==> src/rtl/div_sched_pkg.sv <==
// Shared definitions for the divider request scheduler: FSM state codes,
// default peripheral register map and the error quotient.
package div_sched_pkg;

    localparam logic [3:0] S_IDLE     = 4'd0;
    localparam logic [3:0] S_GRANT    = 4'd1;
    localparam logic [3:0] S_WR_DV    = 4'd2;
    localparam logic [3:0] S_WR_DR    = 4'd3;
    localparam logic [3:0] S_WR_START = 4'd4;
    localparam logic [3:0] S_POLL_RD  = 4'd5;
    localparam logic [3:0] S_POLL_CHK = 4'd6;
    localparam logic [3:0] S_RD_RES   = 4'd7;
    localparam logic [3:0] S_RES_CAP  = 4'd8;
    localparam logic [3:0] S_RESP     = 4'd9;

    localparam logic [4:0] DEF_ADDR_DV    = 5'h04;
    localparam logic [4:0] DEF_ADDR_DR    = 5'h08;
    localparam logic [4:0] DEF_ADDR_START = 5'h0C;
    localparam logic [4:0] DEF_ADDR_RES   = 5'h10;
    localparam logic [4:0] DEF_ADDR_DONE  = 5'h14;

    localparam int         DONE_BIT = 0;
    localparam logic [15:0] ERR_QUOT = 16'hFFFF;

    function automatic logic [7:0] sat_inc8(input logic [7:0] v);
        return (v == 8'hFF) ? v : v + 8'd1;
    endfunction

endpackage

==> src/rtl/div_rr_arb.sv <==
// Two-way round-robin arbiter; the priority pointer starts at requester 0
// and toggles on every advance pulse.
module div_rr_arb (
    input  logic       clk,
    input  logic       rst_n,
    input  logic [1:0] req,
    input  logic       advance,
    output logic [1:0] gnt,
    output logic       vld
);

    logic ptr_q;
    logic ptr_d;

    always_comb begin
        ptr_d = advance ? ~ptr_q : ptr_q;
    end

    always_ff @(posedge clk or negedge rst_n) begin
        if (!rst_n) begin
            ptr_q <= 1'b0;
        end else begin
            ptr_q <= ptr_d;
        end
    end

    // Pointer only matters when both requesters contend.
    always_comb begin
        gnt = req;
        if (req == 2'b11) begin
            gnt = ptr_q ? 2'b10 : 2'b01;
        end
        vld = |req;
    end

endmodule

==> src/rtl/div_req_sched.sv <==
// Shares one divider peripheral between two requesters: write DV, DR, START,
// poll DONE, read result, ack. Define DIV_ZERO_CHECK_EN to short-circuit zero divisors.
module div_req_sched
    import div_sched_pkg::*;
#(
    parameter logic [4:0] ADDR_DV    = DEF_ADDR_DV,
    parameter logic [4:0] ADDR_DR    = DEF_ADDR_DR,
    parameter logic [4:0] ADDR_START = DEF_ADDR_START,
    parameter logic [4:0] ADDR_RES   = DEF_ADDR_RES,
    parameter logic [4:0] ADDR_DONE  = DEF_ADDR_DONE,
    parameter int         TIMEOUT    = 255
) (
    input  logic        CLK,
    input  logic        reset,
    input  logic [1:0]  req,
    input  logic [15:0] dv0,
    input  logic [15:0] dv1,
    input  logic [15:0] dr0,
    input  logic [15:0] dr1,
    output logic [1:0]  ack,
    output logic [15:0] result,
    output logic        err,
    output logic        busy,
    output logic        bus_cs,
    output logic        bus_wr,
    output logic        bus_rd,
    output logic [4:0]  bus_addr,
    output logic [15:0] bus_wdata,
    input  logic [15:0] bus_rdata
);

    localparam logic [7:0] TIMEOUT_CNT = 8'(TIMEOUT);

    logic [3:0]  state_q, state_d;
    logic [1:0]  gnt_q, gnt_d;
    logic [15:0] dv_q, dv_d;
    logic [15:0] dr_q, dr_d;
    logic [7:0]  cnt_q, cnt_d;
    logic [15:0] result_q, result_d;
    logic        err_q, err_d;

    logic [1:0]  arb_gnt;
    logic        arb_vld;
    logic        arb_adv;

    assign arb_adv = (state_q == S_RESP);

    div_rr_arb u_arb (
        .clk     (CLK),
        .rst_n   (reset),
        .req     (req),
        .advance (arb_adv),
        .gnt     (arb_gnt),
        .vld     (arb_vld)
    );

    always_ff @(posedge CLK or negedge reset) begin
        if (!reset) begin
            state_q  <= S_IDLE;
            gnt_q    <= 2'b00;
            dv_q     <= 16'd0;
            dr_q     <= 16'd0;
            cnt_q    <= 8'd0;
            result_q <= 16'd0;
            err_q    <= 1'b0;
        end else begin
            state_q  <= state_d;
            gnt_q    <= gnt_d;
            dv_q     <= dv_d;
            dr_q     <= dr_d;
            cnt_q    <= cnt_d;
            result_q <= result_d;
            err_q    <= err_d;
        end
    end

    // result/err are loaded only on the transition into RESP so they hold between jobs.
    always_comb begin
        state_d  = state_q;
        gnt_d    = gnt_q;
        dv_d     = dv_q;
        dr_d     = dr_q;
        cnt_d    = cnt_q;
        result_d = result_q;
        err_d    = err_q;
        case (state_q)
            S_IDLE: begin
                if (|req) state_d = S_GRANT;
            end
            S_GRANT: begin
                if (!arb_vld) begin
                    state_d = S_IDLE;
                end else begin
                    gnt_d   = arb_gnt;
                    dv_d    = arb_gnt[1] ? dv1 : dv0;
                    dr_d    = arb_gnt[1] ? dr1 : dr0;
                    state_d = S_WR_DV;
`ifdef DIV_ZERO_CHECK_EN
                    if ((arb_gnt[1] ? dr1 : dr0) == 16'd0) begin
                        state_d  = S_RESP;
                        result_d = ERR_QUOT;
                        err_d    = 1'b1;
                    end
`endif
                end
            end
            S_WR_DV:    state_d = S_WR_DR;
            S_WR_DR:    state_d = S_WR_START;
            S_WR_START: begin
                cnt_d   = 8'd0;
                state_d = S_POLL_RD;
            end
            S_POLL_RD:  state_d = S_POLL_CHK;
            S_POLL_CHK: begin
                if (bus_rdata[DONE_BIT]) begin
                    state_d = S_RD_RES;
                end else if (cnt_q == TIMEOUT_CNT) begin
                    state_d  = S_RESP;
                    result_d = 16'd0;
                    err_d    = 1'b1;
                end else begin
                    cnt_d   = sat_inc8(cnt_q);
                    state_d = S_POLL_RD;
                end
            end
            S_RD_RES:   state_d = S_RES_CAP;
            S_RES_CAP: begin
                result_d = bus_rdata;
                err_d    = 1'b0;
                state_d  = S_RESP;
            end
            S_RESP:     state_d = S_IDLE;
            default:    state_d = S_IDLE;
        endcase
    end

    always_comb begin
        bus_cs    = 1'b0;
        bus_wr    = 1'b0;
        bus_rd    = 1'b0;
        bus_addr  = 5'd0;
        bus_wdata = 16'd0;
        ack       = 2'b00;
        case (state_q)
            S_WR_DV: begin
                bus_cs = 1'b1; bus_wr = 1'b1; bus_addr = ADDR_DV; bus_wdata = dv_q;
            end
            S_WR_DR: begin
                bus_cs = 1'b1; bus_wr = 1'b1; bus_addr = ADDR_DR; bus_wdata = dr_q;
            end
            S_WR_START: begin
                bus_cs = 1'b1; bus_wr = 1'b1; bus_addr = ADDR_START; bus_wdata = 16'd1;
            end
            S_POLL_RD: begin
                bus_cs = 1'b1; bus_rd = 1'b1; bus_addr = ADDR_DONE;
            end
            S_RD_RES: begin
                bus_cs = 1'b1; bus_rd = 1'b1; bus_addr = ADDR_RES;
            end
            S_RESP:  ack = gnt_q;
            default: ;
        endcase
        busy   = (state_q != S_IDLE);
        result = result_q;
        err    = err_q;
    end

endmodule

==> config.mk <==
export PLATFORM = sky130hd
export DESIGN_NAME = div_req_sched
export DESIGN_NICKNAME = d
export VERILOG_FILES = /design/src/rtl/div_sched_pkg.sv /design/src/rtl/div_rr_arb.sv /design/src/rtl/div_req_sched.sv
export SDC_FILE = /design/constraint.sdc
export NUM_CORES = 1
export LEC_CHECK = 0
export ABC_AREA = 1
export BUFFER_PORTS_ARGS = -buffer_cell sky130_fd_sc_hd__buf_4
export CAP_MARGIN = 30
export CORE_MARGIN = 5
export CORE_UTILIZATION = 49
export CTS_BUF_LIST = sky130_fd_sc_hd__clkbuf_8 sky130_fd_sc_hd__clkbuf_16
export CTS_CLUSTER_SIZE = 16
export DETAILED_ROUTE_END_ITERATION = 8
export GPL_TIMING_DRIVEN = 0
export PLACE_DENSITY_LB_ADDON = 0.25
export SLEW_MARGIN = 10
export SYNTH_ARGS = -nofsm -noshare
export SYNTH_HDL_FRONTEND = slang
export SYNTH_SLANG_ARGS = --single-unit
==> constraint.sdc <==
create_clock -name CLK -period 2 [get_ports CLK]
set_input_delay 0.1 -clock CLK [delete_from_list [all_inputs] [get_ports CLK]]
set_output_delay 0.1 -clock CLK [all_outputs]
set_load 0.1 [all_outputs]
Word level (Yosys, flattened, before mapping)
Cells that the tools add are included.
{"block": "word_totals", "latchBits": 0, "ram_bits": 0, "rom_bits": 0, "elab_cells": 60, "out_inout_bits": 44, "in_bits": 84, "regBits": 64, "memories": 0}
{"block": "classes", "eq_ne": 15, "shift": 0, "magnitude_cmp": 0, "n_reduce_logical": 11, "muxes": 24, "addsub": 1, "div_mod_pow": 0, "n_bitwise": 1, "multipliers": 0}
{"cell": "2-to-1 mux 16 bit", "count": 4}
{"cell": "one-hot mux 16 bit (3 select lines)", "count": 1}
{"cell": "one-hot mux 4 bit (9 select lines)", "count": 1}
{"cell": "one-hot mux 16 bit (2 select lines)", "count": 1}
{"cell": "one-hot mux 5 bit (5 select lines)", "count": 1}
{"cell": "== test 4 x 3 -> 1 bit (second input constant)", "count": 4}
{"cell": "2-to-1 mux 8 bit", "count": 2}
{"cell": "one-hot mux 8 bit (2 select lines)", "count": 1}
{"cell": "2-to-1 mux 4 bit", "count": 3}
{"cell": "adder 8 x 1 -> 8 bit (second input constant)", "count": 1}
{"cell": "== test 4 x 2 -> 1 bit (second input constant)", "count": 2}
{"cell": "== test 4 bit (second input constant)", "count": 2}
{"cell": "== test 8 bit (second input constant)", "count": 1}
{"cell": "2-to-1 mux 2 bit", "count": 4}
{"cell": "!= test 2 bit (second input constant)", "count": 4}
{"cell": "AND reduction 3 bit", "count": 2}
{"cell": "2-to-1 mux 1 bit", "count": 5}
{"cell": "OR reduction 5 bit", "count": 1}
{"cell": "== test 4 x 1 -> 1 bit (second input constant)", "count": 1}
{"cell": "zero test 4 bit", "count": 1}
{"cell": "nonzero test 2 bit", "count": 2}
{"cell": "nonzero test 4 bit", "count": 1}
{"cell": "OR reduction 2 bit", "count": 2}
{"cell": "OR reduction 3 bit", "count": 1}
{"cell": "4 further kinds", "count": 4}

Logic depth before layout (Yosys ltp)
Gate-level depths: netlist of the first run.
{"block": "logic_depth", "word_depth": 4, "mapped_depth": 9, "mapped_depth_nobuf": 9}

Hierarchy
Synthesis of the first run repeated with hierarchy kept, for this count alone.
{"block": "hier_totals", "cells_unflattened": 457, "hier_area_um2": 3315.7}
{"mod": "div_req_sched", "instances": 1, "cells_each": 445, "area_per_inst_um2": 3244.4}
{"mod": "div_rr_arb", "instances": 1, "cells_each": 12, "area_per_inst_um2": 71.3}

Worst setup path before layout of the first run
Ideal clock, no wire load.
{"block": "synth_timing", "path_kind": "flip-flop to output port", "start": "reg state_q[3]", "end": "out bus_cs", "stages_incl_launch_ff": 4, "path_buffers": 0, "path_slack_ns": -0.802, "t_arrival_ns": 2.702, "path_cell_list": "dfrtp_1 inv_1 nand2_2 o21ai_0"}
{"block": "synth_between", "elab_chain_len": 3}
{"element": "from (decl)", "line_no": "div_req_sched.sv:34", "source": "logic [3:0] state_q, state_d;"}
{"element": "from (signal assigned)", "line_no": "div_req_sched.sv:67", "source": "state_q <= state_d;"}
{"element": "== test 4 x 3 -> 1 bit or == test 4 x 2 -> 1 bit (tied branches)", "line_no": "div_req_sched.sv:144", "source": "case (state_q)"}
{"element": "OR reduction 5 bit (no line) *"}
{"element": "2-to-1 mux 1 bit *", "line_no": "div_req_sched.sv:144"}
{"element": "to (decl)", "line_no": "div_req_sched.sv:24", "source": "output logic bus_cs,"}
Mark *: on every way between the ends. The rest lies on a longest branch, timed or not.

Worst setup path after layout of the first run
{"block": "layout_timing", "start": "reg state_q[0]", "end": "out bus_wdata[13]"}
{"block": "layout_between", "elab_chain_len": 2}
{"element": "== test 4 x 3 -> 1 bit or == test 4 x 2 -> 1 bit (tied branches)", "line_no": "div_req_sched.sv:144"}
{"element": "one-hot mux 16 bit (3 select lines) *", "line_no": "div_req_sched.sv:144"}
{"element": "to (decl)", "line_no": "div_req_sched.sv:28", "source": "output logic [15:0] bus_wdata,"}
Marked as above.

==> summary.md, run 1 <==
| Metric | Value |
|---|---|
| Die Span Y | `91.8 µm` |
| Nets | `683` |
| Iter 0 DRT Violations | `174` |
| Syn-to-layout area delta | `44.4%` |
| Maximum buffer depth of the clock tree | `2` |
| Async S/R FF share, synth | `100%` |
| Total power density per cell area | `1720 nW/µm²` |
| Number of clock sinks | `64` |
| Number of hold violations in the final report | `0` |
| Leading post-synthesis cells by cell area | `sky130_fd_sc_hd__dfrtp_1, sky130_fd_sc_hd__nand2_1, sky130_fd_sc_hd__nor2_1, sky130_fd_sc_hd__o21ai_0, sky130_fd_sc_hd__o21ai_1` |
| Slew at the pin closest to its max-slew limit | `802 ps` |
| Depth of the CTS H-tree | `3` |
| Sequential cell area fraction in the yosys report | `48.8%` |
| Number of antenna violations at the first check in global routing | `0` |
| Final setup fails | `0` |
| Pins over their slew limit | `0` |
| Core region area | `6420 µm²` |
| Pre-antenna DRT Iters | `5` |
| Via count | `3440` |
| Highest clock frequency the design can meet | `538 MHz` |
| Main synth FF type | `sky130_fd_sc_hd__dfrtp_1` |
| Leak pwr | `2.53 nW` |
| Overall overflow remaining after global route | `0` |
| Share of cells above drive strength 1 | `28.7%` |
| Cts bufs inserted | `9` |
| N_diodes | `0` |
| Worst slew margin | `46.5%` |
| Effective utilization at floorplan | `51.1%` |
| Port bufs | `125` |
| Total number of yosys warnings | `0` |
| Max-capacitance violation count | `0` |
| Cell type contributing the most total cell area after synthesis | `sky130_fd_sc_hd__dfrtp_1` |
| Average wire per standard cell | `14.1 µm` |
| Number of standard cells after synthesis | `444` |
| Share of the synthesized area in the top cell type | `48.8%` |
| Worst path buffer plus inverter count | `3` |
| Detail Placement HPWL | `6.91 mm` |
| Final Wtd Congestion | `0.850` |
| Shortest period the worst path allows | `1860 ps` |
| Total Routed Length | `9.61 mm` |
| Critical Path Most Common Cell | `sky130_fd_sc_hd__nand2_1` |
| Worst vdd ir | `1300 µV` |
| Clk_skew | `7.04 ps` |
| Antenna Nets Post-Route | `0` |
| Worst-Skew Late Latency | `340 ps` |
| Synth cell count leaders | `sky130_fd_sc_hd__nand2_1, sky130_fd_sc_hd__dfrtp_1, sky130_fd_sc_hd__nor2_1` |
| Setup total negative slack | `0 ps` |
| Cells along the critical path | `nand2_1 -> clkinvlp_4 -> clkbuf_2 -> nand3_1 -> nand2_1 -> buf_6` |
| CP Data Required Time | `1900 ps` |
| Crit path max fanout | `10` |
| Worst setup EP type | `output pin` |
| Register bit total from synthesis | `64` |
| Maximum number of pins on one net before global-route repair | `65` |
| Crit path arrival time | `1760 ps` |
| Critical path launch point type | `register` |
| Crit-path max cell delay | `430 ps` |
| Mapped Avg Cell Area | `7.39 µm²` |
| Width of the die | `91.8 µm` |
| Category of the critical setup timing path | `register to output pin` |
| Crit path max-delay cell type | `sky130_fd_sc_hd__dfrtp_1` |
| Number of enable flip-flop cells after synthesis | `0` |
| CTS root buffer | `sky130_fd_sc_hd__clkbuf_8` |
| Synthesized cell area | `3280 µm²` |
| Kind of cell adding the most delay to the critical path | `buffers and inverters` |
| Post-route worst hold slack | `11.5 ps` |
| Via-per-instance ratio | `5.06` |
| Clock-pin slew reported for the worst setup and hold paths after clock tree synthesis | `70 ps` |
| Status | `finished, final reports clean` |
| Most frequent cell after synthesis | `sky130_fd_sc_hd__nand2_1` |
| Number of global-route vias before repair | `3489` |
| Number of top-level pins | `128` |
| Ratio of final minimum period to clock period | `93.0%` |
| Final routed DRC violation total | `0` |
| TritonCTS clock tree | `built` |
| Number of filler instances in the final layout | `489` |
| Total track usage | `23.4%` |
| Die area | `8430 µm²` |
| Wire length of the first global-routing pass | `15.8 mm` |
| Number of distinct library cell variants in the gate-level netlist after synthesis | `31` |
| Worst min path class | `input port to register` |
| Number of core rows | `29` |
-- per-stage QoR --
| step | power [mW] | instances | util [%] | instance area, µm² | setup slack, ps |
|---|---|---|---|---|---|
| finish | 8.14 | 680 | 73.8 | 4740 | 140 |
| global route | 8.59 | 680 | 73.8 | 4740 | -6.28 |
| CTS | 8.14 | 679 | 73.6 | 4720 | 21.5 |
| detailed placement | 6.93 | 647 | 67.3 | 4320 | 207 |
| global placement | 6.84 | 647 | 67.3 | 4320 | 169 |
| floorplan | 5.78 | 445 | - | 3290 | -92.2 |
-- worst paths after layout --
path,from,to,slack (ps),cells past startpoint
worst min register to register,result[11],result[11],470,2
worst max-delay path,state_q[0],bus_wdata[13],140,6
worst min-delay path,dr1[7],dr_q[7],10,3
worst max register to register,cnt_q[0],state_q[3],310,8
max in group asynchronous,reset,dv_q[11],1090,2
min in group asynchronous,reset,result[7],390,2
-- worst reg2reg max path, cell delays in order (launching register included) --
cell	delay, ps
sky130_fd_sc_hd__dfrtp_1	420
sky130_fd_sc_hd__ha_1	250
sky130_fd_sc_hd__nand2_1	130
sky130_fd_sc_hd__nor2_1	50
sky130_fd_sc_hd__nand2_1	90
sky130_fd_sc_hd__inv_1	90
sky130_fd_sc_hd__a21oi_4	280
sky130_fd_sc_hd__buf_6	190
sky130_fd_sc_hd__o21ai_1	80
-- area by class of cell --
class	instances	area, µm²	area share, %
buffer	20	113	2.38
clock buffer	10	138	2.90
clock inverter	6	60.1	1.27
inverter	23	90.1	1.90
multi-input combinational	338	1500	31.6
sequential	64	1600	33.8
tap	77	96.3	2.03
timing repair buffer	142	1140	24.1
-- routing by layer --
layer / routed length (µm) / track usage [%] / vias up
met2: 4670 / 39.3 / 134
li1: - / - / 1715
met3: 707 / 6.30 / 19
met4: 212 / 9.90 / 0
met5: 0 / 0 / -
met1: 4020 / 28.5 / 1572
-- what timing repair did --
action,4_1_cts,5_1_grt
endpoints found under the hold margin,79,0
pin swaps,0,1
hold buffers,16,0
endpoints found under the setup margin,16,10
setup buffers,0,1
resized for setup,13,4
-- logic make-up (layout without fill, tap and decap cells) --
family | Yosys count | count (layout) | synth area share (%)
compound gates | 74 | 74 | 12.1
xor+xnor | 1 | 1 | 0.267
fa+ha+maj | 1 | 1 | 0.381
buf+inv | 43 | 201 | 5.87
flops | 64 | 64 | 48.8
other cells | 1 | 2 | 0.114
simple gates | 260 | 260 | 32.5
-- cells in the final DEF, fill, tap and decap left out, drive strengths merged, types with 16 or more instances in the layout --
cell,n
nand2,172
clkbuf,19
buf,137
o21ai,67
dfrtp,64
inv,23
dlygate4sd3,16
nand3,26
nor2,58
-- sequential cells by signal, indices dropped and copies added, names as in the netlist --
name	count
cnt_q	8
gnt_q	2
err	1
state_q	4
dv_q	16
result	16
u_arb.ptr_q	1
dr_q	16
-- where the power goes --
group / internal (mW) / switching [mW] / leakage (nW)
Sequential: 1.80 / 0.304 / 0.815
Clock: 0.602 / 0.508 / 0.103
Combinational: 1.16 / 3.77 / 1.61
Total: 3.56 / 4.58 / 2.53
Note: power is estimated with default switching activity, not from simulation.
==> inputs of run 2 (changes only) <==
CORE_MARGIN = not set   (was 5)
clock period = 2.1 ns   (was 2 ns; I/O delays follow)
==> run 2 against run 1 <==
The flow now finishes with violations (design-rule violations). First-iteration DRC count increased by 24%. Critical endpoint is now bus_wdata[9]. Total power down 5.4%. Hold slack gained 3.1 ps. Highest routed layer unchanged. Sequential power shrank 4%. Critical path type unchanged. Global-route usage increased by 4.5 points. Final area shrank 0.63%. Clock-buffer cell count did not move. Clock power fell by 7%.
==> summary.md, run 2 (synthesized netlist as in run 1, its figures left out) <==
| Metric | Value |
|---|---|
| Layout Utilization | `73.3% (was 73.8%)` |
| Depth of the CTS H-tree | `3 (unchanged)` |
| Crit path max fanout | `10 (unchanged)` |
| Nets | `683 (unchanged)` |
| Detail Placement HPWL | `6.57 mm (was 6.91 mm)` |
| Shortest period the worst path allows | `1940 ps` |
| Category of the critical setup timing path | `register to output pin (unchanged)` |
| Wire length of the first global-routing pass | `15.3 mm (was 15.8 mm)` |
| Core region area | `6420 µm² (unchanged)` |
| Post-layout total power | `7.71 mW (was 8.14 mW)` |
| Final Worst Setup Slack | `156 ps (was 140 ps)` |
| Critical path launch point type | `register (unchanged)` |
| # placed instances | `647 (unchanged)` |
| Overall overflow remaining after global route | `0 (unchanged)` |
| Maximum number of pins on one net before global-route repair | `65 (unchanged)` |
| Syn-to-layout area delta | `43.5% (was 44.4%)` |
| Width of the die | `83.8 µm (was 91.8 µm)` |
| Antenna Nets Post-Route | `0 (unchanged)` |
| Average wire per standard cell | `13.6 µm (was 14.1 µm)` |
| Final routed DRC violation total | `12 (was 0)` |
| CTS root buffer | `sky130_fd_sc_hd__clkbuf_8 (unchanged)` |
| Crit path arrival time | `1840 ps (was 1760 ps)` |
| Post-route worst hold slack | `14.7 ps (was 11.5 ps)` |
| Setup total negative slack | `0 ps (unchanged)` |
| Most common cell after layout, fill and taps aside | `sky130_fd_sc_hd__nand2_1 (unchanged)` |
| Iter 0 DRT Violations | `216 (was 174)` |
| Pins over their slew limit | `0 (unchanged)` |
| Effective utilization at floorplan | `51.1% (unchanged)` |
| Highest clock frequency the design can meet | `514 MHz` |
| Share of cells above drive strength 1 | `28.1% (was 28.7%)` |
| Number of hold violations in the final report | `0 (unchanged)` |
| Port bufs | `125 (unchanged)` |
| Worst vdd ir | `1170 µV (was 1300 µV)` |
| Worst slack at placement | `240 ps (was 207 ps)` |
| Ratio of final minimum period to clock period | `92.6%` |
| Number of antenna violations at the first check in global routing | `0 (unchanged)` |
| Setup repair after global routing missed its margin | `false` |
| Die area | `7030 µm² (was 8430 µm²)` |
| Commonest cells after routing, fill and taps aside | `sky130_fd_sc_hd__nand2_1, sky130_fd_sc_hd__buf_4, sky130_fd_sc_hd__dfrtp_1, sky130_fd_sc_hd__nor2_1, sky130_fd_sc_hd__o21ai_0 (unchanged)` |
| Clock-pin slew reported for the worst setup and hold paths after clock tree synthesis | `70 ps (about the same)` |
| Final Wtd Congestion | `0.843 (was 0.850)` |
| Post-DP Area | `4320 µm² (unchanged)` |
| Pre-antenna DRT Iters | `7 (was 5)` |
| Die Span Y | `83.8 µm (was 91.8 µm)` |
| Violated checks | `design-rule violations` |
| Max-capacitance violation count | `0 (unchanged)` |
| Final setup fails | `0 (unchanged)` |
| Number of top-level pins | `128 (unchanged)` |
| Worst-Skew Late Latency | `350 ps (was 340 ps)` |
| Worst min path class | `input port to register (unchanged)` |
| N_diodes | `0 (unchanged)` |
| Finished Cell Area | `4710 µm² (was 4740 µm²)` |
| Worst slew margin | `47.6% (was 46.5%)` |
| Non-filler cells, final | `679 (was 680)` |
| Leak pwr | `2.53 nW (about the same)` |
| Worst setup EP type | `output pin (unchanged)` |
| Total Routed Length | `9.26 mm (was 9.61 mm)` |
| CP Data Required Time | `2000 ps (was 1900 ps)` |
| Slew at the pin closest to its max-slew limit | `785 ps (was 802 ps)` |
| Total track usage | `27.9% (was 23.4%)` |
| Cts bufs inserted | `9 (unchanged)` |
| TritonCTS clock tree | `built (unchanged)` |
| Number of global-route vias before repair | `3446 (was 3489)` |
| Number of core rows | `29 (unchanged)` |
| Status | `finished with violations (was finished, final reports clean)` |
| Clk_skew | `6.43 ps (was 7.04 ps)` |
| Maximum buffer depth of the clock tree | `2 (unchanged)` |
| Via-per-instance ratio | `5.14 (was 5.06)` |
| Via count | `3491 (was 3440)` |
| Number of clock sinks | `64 (unchanged)` |
| Total power density per cell area | `1640 nW/µm² (was 1720 nW/µm²)` |
-- run 2: routing by layer --
layer	global-route usage, %	wire [µm]	vias to the layer above
met5	0	0	-
met4	11.9	193	0
met3	4.35	659	18
met2	49.6	4720	154
met1	33.5	3690	1604
li1	-	-	1715
-- run 2: power breakdown --
part / internal [mW] / switching (mW) / total (mW)
Clock: 0.563 / 0.471 / 1.03
Sequential: 1.71 / 0.292 / 2.01
Combinational: 1.08 / 3.59 / 4.67
-- run 2: layout make-up --
| cell class | count | area [µm²] |
|---|---|---|
| Buffer | 20 | 111 |
| Clock buffer | 10 | 138 |
| Fill cell | 518 | 1710 |
| Inverter | 23 | 86.3 |
| Sequential cell | 64 | 1600 |
| Clock inverter | 5 | 50.0 |
| Multi-Input combinational cell | 338 | 1500 |
| Tap cell | 77 | 96.3 |
| Timing Repair Buffer | 142 | 1130 |
-- run 2: worst paths after layout --
kind,startpoint,to,slack [ps],depth (start not counted)
hold reg to reg,result[6],result[6],470,2
setup reg to reg,cnt_q[0],result[2],480,9
setup / recovery,state_q[2],bus_wdata[9],160,5
min in group asynchronous,reset,cnt_q[0],390,2
hold / removal,dv1[4],dv_q[4],10,3
max in group asynchronous,reset,cnt_q[2],1200,2
-- run 2: worst max-delay path: stages, from the launching register on --
cell and delay (ps):
sky130_fd_sc_hd__dfrtp_1 440, sky130_fd_sc_hd__nor2_2 160, sky130_fd_sc_hd__buf_1 360, sky130_fd_sc_hd__nand3_1 170, sky130_fd_sc_hd__nand2_1 90, sky130_fd_sc_hd__buf_4 280
-- run 2: what timing repair did --
action | 4_1_cts | 5_1_grt
pin swaps | 0 | 1
setup buffers | 0 | 1
hold buffers | 16 | 0
setup endpoints to repair | 10 | 19
resized for setup | 7 | 4
hold endpoints to repair | 79 | 0
